### config.mk
export PLATFORM = sky130hd
export DESIGN_NAME = sample_feeder
export DESIGN_NICKNAME = d
export VERILOG_FILES = /design/src/rtl/sample_feeder.sv
export SDC_FILE = /design/constraint.sdc
export NUM_CORES = 1
export LEC_CHECK = 0
export ABC_CLOCK_PERIOD_IN_PS = 4300
export BUFFER_PORTS_ARGS = -buffer_cell sky130_fd_sc_hd__buf_2
export CORE_AREA = 2 2 89 91
export CTS_CLUSTER_DIAMETER = 200
export DETAILED_ROUTE_END_ITERATION = 6
export DIE_AREA = 0 0 91 93
export PLACE_DENSITY = 0.79
export SLEW_MARGIN = 0
export SYNTH_ARGS = -nofsm -noshare
export SYNTH_HDL_FRONTEND = slang
export SYNTH_SLANG_ARGS = --single-unit
### constraint.sdc
create_clock -name clk -period 4.3 [get_ports clk]
set_input_delay 0.43 -clock clk [delete_from_list [all_inputs] [get_ports clk]]
set_output_delay 0.43 -clock clk [all_outputs]
set_load 0.01 [all_outputs]
### src/rtl/sample_feeder.sv
// sample_feeder: buffers host samples in a small FIFO and hands them one at a
// time to the FIR datapath using a data_ready / modwait handshake. Emits one
// sample_done per finished sample and stops after BLOCK_SIZE samples.
module sample_feeder #(
  parameter int unsigned BLOCK_SIZE  = 1000,
  parameter int unsigned FIFO_DEPTH  = 4,
  parameter int unsigned ACK_TIMEOUT = 8
) (
  input  logic                          clk,
  input  logic                          n_rst,
  input  logic                          start,
  input  logic                          abort,
  input  logic                          wr_en,
  input  logic [15:0]                   wr_data,
  input  logic                          modwait,
  output logic                          fifo_full,
  output logic [$clog2(FIFO_DEPTH):0]   fifo_count,
  output logic                          data_ready,
  output logic [15:0]                   sample_data,
  output logic                          sample_done,
  output logic [9:0]                    remaining,
  output logic                          busy,
  output logic                          block_done,
  output logic                          err
);

  localparam int unsigned PtrW = $clog2(FIFO_DEPTH);
  localparam int unsigned CntW = $clog2(ACK_TIMEOUT + 1);

  typedef enum logic [2:0] {
    StIdle,
    StLoad,
    StWaitAck,
    StWaitDone,
    StDone
  } state_e;

  state_e          state_q;
  logic [15:0]     mem_q [FIFO_DEPTH];
  logic [PtrW-1:0] wr_ptr_q;
  logic [PtrW-1:0] rd_ptr_q;
  logic [CntW-1:0] ack_cnt_q;
  logic            push;
  logic            pop;

  assign fifo_full = (fifo_count == (PtrW + 1)'(FIFO_DEPTH));
  assign busy      = (state_q != StIdle);

  // Head is consumed only on the transition into issuing a sample.
  assign pop  = (state_q == StLoad) && (fifo_count != '0) && !modwait && !abort;
  // A write into a full FIFO is still taken when the head leaves on the same edge,
  // so occupancy stays constant under a simultaneous read and write.
  assign push = wr_en && (!fifo_full || pop) && !abort;

  // FIFO pointers and occupancy; abort flushes in any state.
  always_ff @(posedge clk) begin
    if (!n_rst || abort) begin
      wr_ptr_q   <= '0;
      rd_ptr_q   <= '0;
      fifo_count <= '0;
    end else begin
      if (push) wr_ptr_q <= wr_ptr_q + 1'b1;
      if (pop)  rd_ptr_q <= rd_ptr_q + 1'b1;
      if (push && !pop) begin
        fifo_count <= fifo_count + 1'b1;
      end else if (pop && !push) begin
        fifo_count <= fifo_count - 1'b1;
      end
    end
  end

  // FIFO storage; contents need no reset since occupancy guards every read.
  always_ff @(posedge clk) begin
    if (push) mem_q[wr_ptr_q] <= wr_data;
  end

  // Issue FSM with registered strobes, block counter and sticky timeout error.
  always_ff @(posedge clk) begin
    if (!n_rst) begin
      state_q     <= StIdle;
      sample_data <= '0;
      data_ready  <= 1'b0;
      sample_done <= 1'b0;
      block_done  <= 1'b0;
      remaining   <= '0;
      err         <= 1'b0;
      ack_cnt_q   <= '0;
    end else begin
      data_ready  <= 1'b0;
      sample_done <= 1'b0;
      block_done  <= 1'b0;
      if (abort) begin
        // Any FIR operation still in flight is simply forgotten.
        if (state_q != StIdle) begin
          state_q   <= StIdle;
          remaining <= '0;
        end
      end else begin
        case (state_q)
          StIdle: begin
            if (start) begin
              state_q   <= StLoad;
              remaining <= 10'(BLOCK_SIZE);
              err       <= 1'b0;
            end
          end
          StLoad: begin
            // An empty FIFO is a legal stall, not an error.
            if (pop) begin
              sample_data <= mem_q[rd_ptr_q];
              data_ready  <= 1'b1;
              ack_cnt_q   <= '0;
              state_q     <= StWaitAck;
            end
          end
          StWaitAck: begin
            if (modwait) begin
              state_q <= StWaitDone;
            end else if (ack_cnt_q == CntW'(ACK_TIMEOUT - 1)) begin
              err     <= 1'b1;
              state_q <= StIdle;
            end else begin
              ack_cnt_q <= ack_cnt_q + 1'b1;
            end
          end
          StWaitDone: begin
            if (!modwait) begin
              sample_done <= 1'b1;
              if (remaining > 10'd1) begin
                remaining <= remaining - 1'b1;
                state_q   <= StLoad;
              end else begin
                remaining <= '0;
                state_q   <= StDone;
              end
            end
          end
          StDone: begin
            block_done <= 1'b1;
            state_q    <= StIdle;
          end
          default: state_q <= StIdle;
        endcase
      end
    end
  end

endmodule

Word level (Yosys, flattened, before mapping)
Memory sizes are Yosys's and may differ from the RTL's. A register that Yosys moved wholly into a read port is not among the register bits.
Index checks and enable logic that the tools add are counted.
{"block": "word_totals", "mem_bits_rw": 64, "register_bits": 28, "memories": 1, "out_inout_bits": 35}
{"block": "op_classes", "n_reduce_logical": 31, "addsub": 6, "n_eq_ne": 16, "mux": 30, "n_lt_le_gt_ge": 1, "bitwise_logic": 4}
{"memory": "mem_q", "depth": 4, "width": 16, "read_ports": 1, "rd_clocked_by_memory_dff": 1, "wr": 1, "line_no": "39", "text": "logic [15:0] mem_q [FIFO_DEPTH];"}
{"op": "$mux 10", "n": 5}
{"op": "$mux 3", "n": 10}
{"op": "$pmux 10 s2", "n": 1}
{"op": "$reduce_and 5->1", "n": 3}
{"op": "$mux 4", "n": 3}
{"op": "$pmux 3 s4", "n": 1}
{"op": "$gt 10x1->1 const B", "n": 1}
{"op": "$ne 2x2->1 const B", "n": 5}
{"op": "$sub 10x1->10 const B", "n": 1}
{"op": "$ne 3x3->1 const B", "n": 3}
{"op": "$reduce_bool 3->1", "n": 3}
{"op": "$mux 1", "n": 8}
{"op": "$pmux 4 s2", "n": 1}
{"op": "$logic_and 1x1->1", "n": 7}
{"op": "$logic_not 1->1", "n": 7}
{"op": "$eq 3x2->1 const B", "n": 2}
{"op": "$eq 3x3->1 const B", "n": 2}
{"op": "$reduce_bool 2->1", "n": 3}
{"op": "$reduce_or 3->1", "n": 2}
{"op": "$add 2x1->2 const B", "n": 2}
{"op": "$add 4x1->4 const B", "n": 1}
{"op": "$eq 4x3->1 const B", "n": 1}
{"op": "$ne 4x4->1 const B", "n": 1}
{"op": "$not 1->1", "n": 4}
{"op": "other kinds (10)", "n": 11}

Depth between registers and ports, before layout
Gate-level depths: netlist of the first run.
{"block": "logic_depth", "word_depth": 11, "ltp_mapped": 10, "ltp_nobuf": 10}

Least setup slack after synthesis of the first run
Ideal clock, no wire load.
{"block": "synth_timing", "path_type": "reg-to-reg", "from": "register fifo_count[0]", "to": "register fifo_count[2]", "path_slack_ps": 1820, "setup_time_ps": 70, "required_ps": 4230, "arrival_ps": 2410, "path_buffers": 1, "path_stages_with_launch": 11, "synth_period_minus_slack_ps": 2480, "path_cell_list": "dfxtp_1 nor3_1 nor4_2 inv_2 buf_1 ha_1 inv_1 fa_1 xor2_1 or3_1 a21oi_1"}
{"block": "synth_between", "elab_chain_len": 10, "word_cells_on_any_way": 18}
{"element": "start, declared", "line_no": "17", "text": "output logic [$clog2(FIFO_DEPTH):0] fifo_count,"}
{"element": "start signal, assigned", "line_no": "65", "text": "fifo_count <= fifo_count + 1'b1;"}
{"element": "start signal, assigned", "line_no": "67", "text": "fifo_count <= fifo_count - 1'b1;"}
{"element": "$reduce_bool 3->1", "line_no": "50", "text": "assign pop = (state_q == StLoad) && (fifo_count != '0) && !modwait && !abort;"}
{"element": "$logic_and 1x1->1 (3 in a row)", "line_no": "50"}
{"element": "$logic_or 1x1->1", "line_no": "53", "text": "assign push = wr_en && (!fifo_full || pop) && !abort;"}
{"element": "$logic_and 1x1->1 (2 in a row)", "line_no": "53"}
{"element": "$logic_not 1->1", "line_no": "66", "text": "end else if (pop && !push) begin"}
{"element": "$logic_and 1x1->1", "line_no": "66"}
{"element": "$reduce_bool 2->1 (no source line)"}
Several ways; a longest one is shown, not always the timed one. The select of a mux whose other input is x is not followed.
A chain may end at the register's enable or synchronous reset.

Worst setup path in the final report of the first run
{"block": "layout_timing", "from": "register state_q[0]", "to": "register fifo_count[2]"}
{"block": "layout_between", "elab_chain_len": 10, "word_cells_on_any_way": 13}
{"element": "start, declared", "line_no": "38", "text": "state_e state_q;"}
{"element": "start signal, assigned", "line_no": "80", "text": "state_q <= StIdle;"}
{"element": "start signal, assigned", "line_no": "95", "text": "state_q <= StIdle;"}
{"element": "start signal, assigned", "line_no": "102", "text": "state_q <= StLoad;"}
{"element": "$eq 3x1->1 *", "line_no": "50"}
{"element": "$logic_and 1x1->1 * (3 in a row)", "line_no": "50"}
{"element": "$logic_or 1x1->1 *", "line_no": "53"}
{"element": "$logic_and 1x1->1 * (2 in a row)", "line_no": "53"}
{"element": "via push", "line_no": "43", "text": "logic push;"}
{"element": "$logic_not 1->1", "line_no": "66"}
{"element": "$logic_and 1x1->1", "line_no": "66"}
{"element": "$reduce_bool 2->1 (no source line)"}
The timed path passes the listed nets; every way through them passes the cells marked *.

==> run metrics, run 1 <==
critical path type=reg -> reg; DRC=0; slowest stage cell on the critical path=dfxtp_1; post-DP HPWL=5590 µm; Layout Skew=0.0108 ns; CP cell instances=or3b_1 -> o21ai_0 -> nand2_1 -> nor2_1 -> ha_1 -> inv_1 -> fa_1 -> xor2_1 -> or3_1 -> a21oi_1; area growth from synthesis to layout=11.6%; GPL Wtd Cong=0.841; power density cells=374 nW/µm²; Synth Instances=355; global-route wire length before repair=13300 µm; routed vias=2903; pin count of the biggest net entering global routing=26; outcome=completed; Longest Clk Path Bufs=2; syn avg cell area=12.7 µm²; setup_tns=0 ns; RSZ-0062 raised after global routing=no; Die Span X=91 µm; clk root buf=clkbuf_8; EDFF count, synth=64; HP Class=in -> reg; worst-skew pair later-pin latency=0.37 ns; worst hold path endpoint=mem_q[2][2]; WL per Instance=15.9 µm; sequential share of the synthesized area=62.2%; Initial DRC Count=201; type of element capturing the critical path=register; initial core utilization=59.9%; clk slew on worst S/H paths=0.11 ns; LEAKAGE=1.82 nW; post-CTS resize count=0; Detailed Route WL=8140 µm; number of I/O pins=57; setup slack after placement=1.41 ns; die area=8460 µm²; Num CTS Buffers=9; asr flop ratio synth=0%; ys flop type=edfxtp_1; WP data required=4.61 ns; reg-to-reg endpoint=fifo_count[2]; H-tree Lvls=3; Tot Pwr=1.88 mW; maximum vdd ir drop=279 µV; CTS Hold Bufs=0; Worst-Margin Slew=1.12 ns; initial antenna violation count=0; Layout Nets=436; CTS sink count=108; WHS Path Cells=1; fraction of layout cells with a size suffix above 1=23.4%; total gr overflow=0; final setup fails=0; Seq cells post-synth=108; n_diodes=0; post-route ant nets=0; CTS tree=yes; vias in the first global route=2730; Max Slew Vio Count=0; reg-to-reg critical path startpoint=state_q[0]; row count=32; PortBufs=56; Reg2Reg Depth=10; fillers=575; maxcap violations=0; Netlist cell types=50; startpoint types=register; slowest stage delay, CP=0.54 ns; hold path startpoint=wr_data[2]; Post-CTS Setup Bufs=0; Slew HR=25.1%; final worst-path cycle share=67.9%; first-pass detailed-route iteration total=5; reg2reg setup slack=1.38 ns; synthesized area=4510 µm²; Max Fclk=0.343 GHz; Overall Global Routing Usage=20.3%; Die Ht=93 µm; crit-path max FO=13; post-synth net total=386; via/cell ratio=5.67; YS warnings=0; final worst slack=1.38 ns; WP data arrival=3.22 ns; Tmin final=2.92 ns; Hold Vio Cnt, Final=0; core area=7530 µm²
[Yosys cell counts (2+ instances only)]
library cell | number | share of area, %
nand2_1 | 48 | 4.0
dfxtp_1 | 44 | 20
buf_4 | 2 | 0.33
o2bb2ai_1 | 3 | 0.58
o22ai_1 | 4 | 0.56
buf_6 | 3 | 0.75
o211ai_1 | 3 | 0.50
o21ai_0 | 5 | 0.56
or3_1 | 6 | 0.83
and2_1 | 5 | 0.69
nor3_1 | 9 | 1.0
ha_1 | 8 | 2.2
a21oi_1 | 29 | 3.2
buf_2 | 5 | 0.56
a31oi_1 | 3 | 0.42
edfxtp_1 | 64 | 43
mux4_2 | 16 | 8.0
o21ai_1 | 2 | 0.22
nor4_1 | 2 | 0.28
xnor2_1 | 3 | 0.58
or3b_1 | 2 | 0.39
and3_1 | 4 | 0.56
nand3_1 | 7 | 0.78
nor3b_1 | 5 | 0.83
xor2_1 | 7 | 1.4
mux2i_1 | 3 | 0.67
nor2_1 | 24 | 2.0
clkbuf_1 | 6 | 0.50
inv_1 | 12 | 1.0
[worst max-delay path, delay by kind of cell, from the launching register on]
kind / cells / cell delay (ns)
simple gates: 4 / 1.14
fa+ha+maj: 2 / 0.60
flops: 1 / 0.54
compound gates: 2 / 0.34
xor+xnor: 1 / 0.18
buf+inv: 1 / 0.06
[per-layer routing]
metal	part of all wire (%)	global-route usage, %	wire, µm	vias up
met5	0	0	0	-
met4	1.8	7.83	147	0
met3	5.8	4.11	469	15
met2	50	33.6	4080	108
met1	42	26.7	3450	1372
li1	-	-	-	1408
[worst max path at each step]
stage | slack, ns | endpoint | cells after the start | from
3_3_place_gp | 1.50 | fifo_count[2] | 10 | state_q[0]
3_5_place_dp | 1.41 | fifo_count[2] | 10 | state_q[0]
4_1_cts | 1.38 | fifo_count[2] | 10 | state_q[0]
5_1_grt | 1.16 | fifo_count[2] | 10 | state_q[0]
2_1_floorplan | 1.82 | fifo_count[2] | 10 | fifo_count[0]
6_report | 1.38 | fifo_count[2] | 10 | state_q[0]
[power breakdown]
part | internal, mW | switching [mW]
Sequential | 1.11 | 0.0156
Clock | 0.235 | 0.381
Combinational | 0.0559 | 0.0797
[cell type report]
type | instances | area (µm²) | share of cell area, %
clock buffers | 9 | 124 | 2.46
clock inverters | 7 | 81.3 | 1.62
inverters | 13 | 48.8 | 0.970
multi-input cells | 216 | 1560 | 31.0
flip-flops and latches | 108 | 2800 | 55.7
well taps | 102 | 128 | 2.54
repair buffers | 57 | 288 | 5.72
[stage by stage]
stage / cells / hold slack (ns) / utilization, % / area, µm²
3_3_place_gp: 496 / 0.449 / 64.1 / 4820
6_report: 512 / 0.259 / 66.8 / 5030
5_1_grt: 512 / 0.250 / 66.8 / 5030
4_1_cts: 512 / 0.251 / 66.8 / 5030
3_5_place_dp: 496 / 0.452 / 64.1 / 4820
2_1_floorplan: 355 / 0.449 / - / 4510
[registers in the layout, indices dropped and copies added, names as in the netlist, 2 cells and up]
name and count:
rd_ptr_q 2, fifo_count 3, mem_q 64, sample_data 16
state_q 3, ack_cnt_q 4, wr_ptr_q 2, remaining 10
[cell usage in the layout (no fill, tap or decap), types with 4 or more instances in the layout]
cell type | netlist | final
ha_1 | 8 | 8
nor2_1 | 24 | 24
mux4_2 | 16 | 16
a21oi_1 | 29 | 29
o22ai_1 | 4 | 4
nand3_1 | 7 | 7
buf_2 | 5 | 56
and3_1 | 4 | 4
inv_1 | 12 | 12
or3_1 | 6 | 6
xor2_1 | 7 | 7
o21ai_0 | 5 | 5
nor3_1 | 9 | 9
clkbuf_8 | 0 | 9
dfxtp_1 | 44 | 44
edfxtp_1 | 64 | 64
nor3b_1 | 5 | 5
nand2_1 | 48 | 48
and2_1 | 5 | 5
[logic make-up after synthesis]
logic type | synth area share [%]
AOI/OAI and AO/OA | 7.64
xor gates and xnor gates | 1.94
adders and majority gates | 2.67
buffers and inverters | 3.42
DFF | 62.2
muxes | 8.66
and+or+nand+nor | 13.5
No activity file was read; power rests on OpenSTA's default activity.
==> run 2: changes to the inputs <==
==> config.mk (replaced) <==
export PLATFORM = sky130hd
export DESIGN_NAME = sample_feeder
export DESIGN_NICKNAME = d
export VERILOG_FILES = /design/src/rtl/sample_feeder.sv
export SDC_FILE = /design/constraint.sdc
export NUM_CORES = 1
export LEC_CHECK = 0
export ABC_CLOCK_PERIOD_IN_PS = 2650
export BUFFER_PORTS_ARGS = -buffer_cell sky130_fd_sc_hd__buf_2
export CORE_AREA = 2 2 97 99
export CTS_CLUSTER_DIAMETER = 200
export DETAILED_ROUTE_END_ITERATION = 6
export DIE_AREA = 0 0 99 101
export PLACE_DENSITY = 0.71
export SLEW_MARGIN = 0
export SYNTH_ARGS = -nofsm -noshare
export SYNTH_HDL_FRONTEND = slang
export SYNTH_SLANG_ARGS = --single-unit
==> constraint.sdc (replaced) <==
create_clock -name clk -period 2.65 [get_ports clk]
set_input_delay 0.265 -clock clk [delete_from_list [all_inputs] [get_ports clk]]
set_output_delay 0.265 -clock clk [all_outputs]
set_load 0.01 [all_outputs]
==> run 2 against run 1 <==
- global-route usage down 1.5 points
- count of clock-buffer cells in the layout up 1
- critical path depth unchanged
- sequential power increased by 62%
- via count rose by 2.1%
- non-clock buffer count is 15 higher
- utilization is 9.2 points lower
- power rose by 66%
- sequential cell count did not move
- largest power group unchanged
- highest routed layer is now met5
==> run metrics, run 2 (same netlist as run 1, synthesis figures left out) <==
Num CTS Buffers=9 (unchanged); register share of total power=58.7% (-1.3 points); Max Fclk=0.412 GHz (+20%); type of element capturing the critical path=register; final setup fails=0 (unchanged); die area=10000 µm² (+18%); startpoint types=register; clk slew on worst S/H paths=0.10 ns (about the same); CTS Hold Bufs=0 (unchanged); Worst-Margin Slew=0.813 ns (-0.309 ns); outcome=completed; Tmin final=2.43 ns (-0.493 ns); global-route wire length before repair=14600 µm (+9.6%); final instance area=5170 µm² (+2.8%); Largest register FFs=64 (unchanged); worst-skew pair later-pin latency=0.36 ns (about the same); maxcap violations=0 (unchanged); WP data arrival=2.72 ns (-0.50 ns); Die Ht=101 µm (+8.6%); GPL Wtd Cong=0.859 (+2.2%); Reg with most FFs=mem_q; RSZ-0062 raised after global routing=no; Hold Vio Cnt, Final=0 (unchanged); fraction of layout cells with a size suffix above 1=26.6% (+3.2 points); Largest regs=mem_q (64), sample_data (16), remaining (10); core area=8980 µm² (+19%); smallest hold slack=0.107 ns (-0.152 ns); reg-to-reg critical path startpoint=state_q[2]; vias in the first global route=2983 (+9.3%); H-tree Lvls=3 (unchanged); final worst-path cycle share=91.6% (+24 points); NetSw=723 µW (+52%); WP data required=2.95 ns (-1.66 ns); setup_tns=0 ns (unchanged); Tot Pwr=3.12 mW (+66%); total gr overflow=0 (unchanged); hold path startpoint=wr_data[2]; Crit. Startpoint=state_q[2]; crit-path max FO=3 (-10); row count=35 (+9.4%); clk root buf=clkbuf_8; power density cells=603 nW/µm² (+61%); most common cell after layout, fill and taps aside=edfxtp_1; WL per Instance=16.3 µm (+2.6%); critical path type=reg -> reg; routed vias=2965 (+2.1%); n_diodes=0 (unchanged); LEAKAGE=1.91 nW (+4.8%); clock share of power=33.6% (+0.9 points); Detailed Route WL=8750 µm (+7.4%); Longest Clk Path Bufs=2 (unchanged); maximum vdd ir drop=483 µV (+73%); placed cell areas=4940 µm² (+2.4%); Initial DRC Count=138 (-31%); internal power=2.39 mW (+70%); DRC=0 (unchanged); CTS sink count=108 (unchanged); Layout Skew=0.0101 ns (-0.000651 ns); area growth from synthesis to layout=14.7%; post-route ant nets=0 (unchanged); initial core utilization=50.2% (-9.7 points); HP Class=in -> reg; final core occ=57.6% (-9.2 points); most frequent cells in the layout=edfxtp_1 (64), buf_2 (56), nand2_1 (48); fillers=720 (+25%); PortBufs=56 (unchanged); post-DP HPWL=6060 µm (+8.3%); Switching Share=23.2% (-2.1 points); Layout Nets=451 (+3.4%); Max Slew Vio Count=0 (unchanged); via/cell ratio=5.53 (-2.4%); Die Span X=99 µm (+8.8%); initial antenna violation count=1 (+1); first-pass detailed-route iteration total=4 (-1); CTS tree=yes; pin count of the biggest net entering global routing=26 (unchanged); combinational fraction of design power=7.7% (+0.5 points); number of I/O pins=57 (unchanged); Slew HR=45.7% (+21 points); Overall Global Routing Usage=18.8% (-1.5 points)
## run 2: cell count changes in the layout (fill, tap and decap cells not counted)
cell | previous run | this run
buf_4 | 1 | 16
clkinv_4 | 0 | 2
clkinv_8 | 2 | 0
inv_6 | 3 | 1
bufinv_16 | 0 | 1
clkbuf_8 | 9 | 10
nor2_1 | 24 | 23
nor2_2 | 0 | 1
o21ai_0 | 5 | 4
o21ai_1 | 2 | 3
or3b_1 | 2 | 1
or3b_4 | 0 | 1
## run 2: power by group through the flow
stage	combinational (mW)	sequential, mW	clock, mW
after floorplan	0.148	1.87	0
after global placement	0.229	1.87	0
after detailed placement	0.234	1.87	0
after CTS	0.235	1.83	1.07
after global routing	0.265	1.83	1.13
final	0.238	1.83	1.05
## run 2: final timing paths
| kind | to | slack (ns) | depth (start not counted) |
|---|---|---|---|
| min reg2reg | sample_data[5] | 0.46 | 2 |
| min | mem_q[2][2] | 0.11 | 1 |
| max reg2reg | fifo_count[2] | 0.22 | 10 |
| max | fifo_count[2] | 0.22 | 10 |
## run 2: metal layers
metal / GRT usage [%] / wire length (µm) / part of all wire (%) / vias up
met1: 23.6 / 3720 / 43 / 1439
met4: 7.06 / 102 / 1.2 / 2
li1: - / - / - / 1434
met2: 32.2 / 4490 / 51 / 78
met5: 0 / 13 / 0.15 / -
met3: 3.81 / 417 / 4.8 / 12
## run 2: cell type report
cell class	instances	area, µm²	share of cell area [%]
Sequential cell	108	2800	54.2
Multi-Input combinational cell	216	1560	30.2
Clock buffer	10	138	2.66
Inverter	13	48.8	0.944
Clock inverter	6	78.8	1.52
Timing Repair Buffer	72	400	7.74
Tap cell	111	139	2.69
## run 2: per-stage QoR
| stage | std cells | setup slack (ns) |
|---|---|---|
| after global routing | 536 | 0.0389 |
| after detailed placement | 519 | 0.0814 |
| after CTS | 535 | 0.0376 |
| after floorplan | 355 | 0.170 |
| after global placement | 519 | 0.178 |
| final | 536 | 0.224 |
## run 2: critical path: stages (launching register included)
cell     delay [ns]
dfxtp_1        0.33
or3b_4         0.42
o21ai_1        0.13
nand2_1        0.09
nor2_2         0.11
ha_1           0.19
inv_1          0.07
fa_1           0.39
xor2_1         0.18
or3_1          0.31
a21oi_1        0.15
## run 2: timing repair
item | CTS | global route
endpoints found under the setup margin | 0 | 1
gates resized for setup | 0 | 3
buffers inserted | 0 | 1
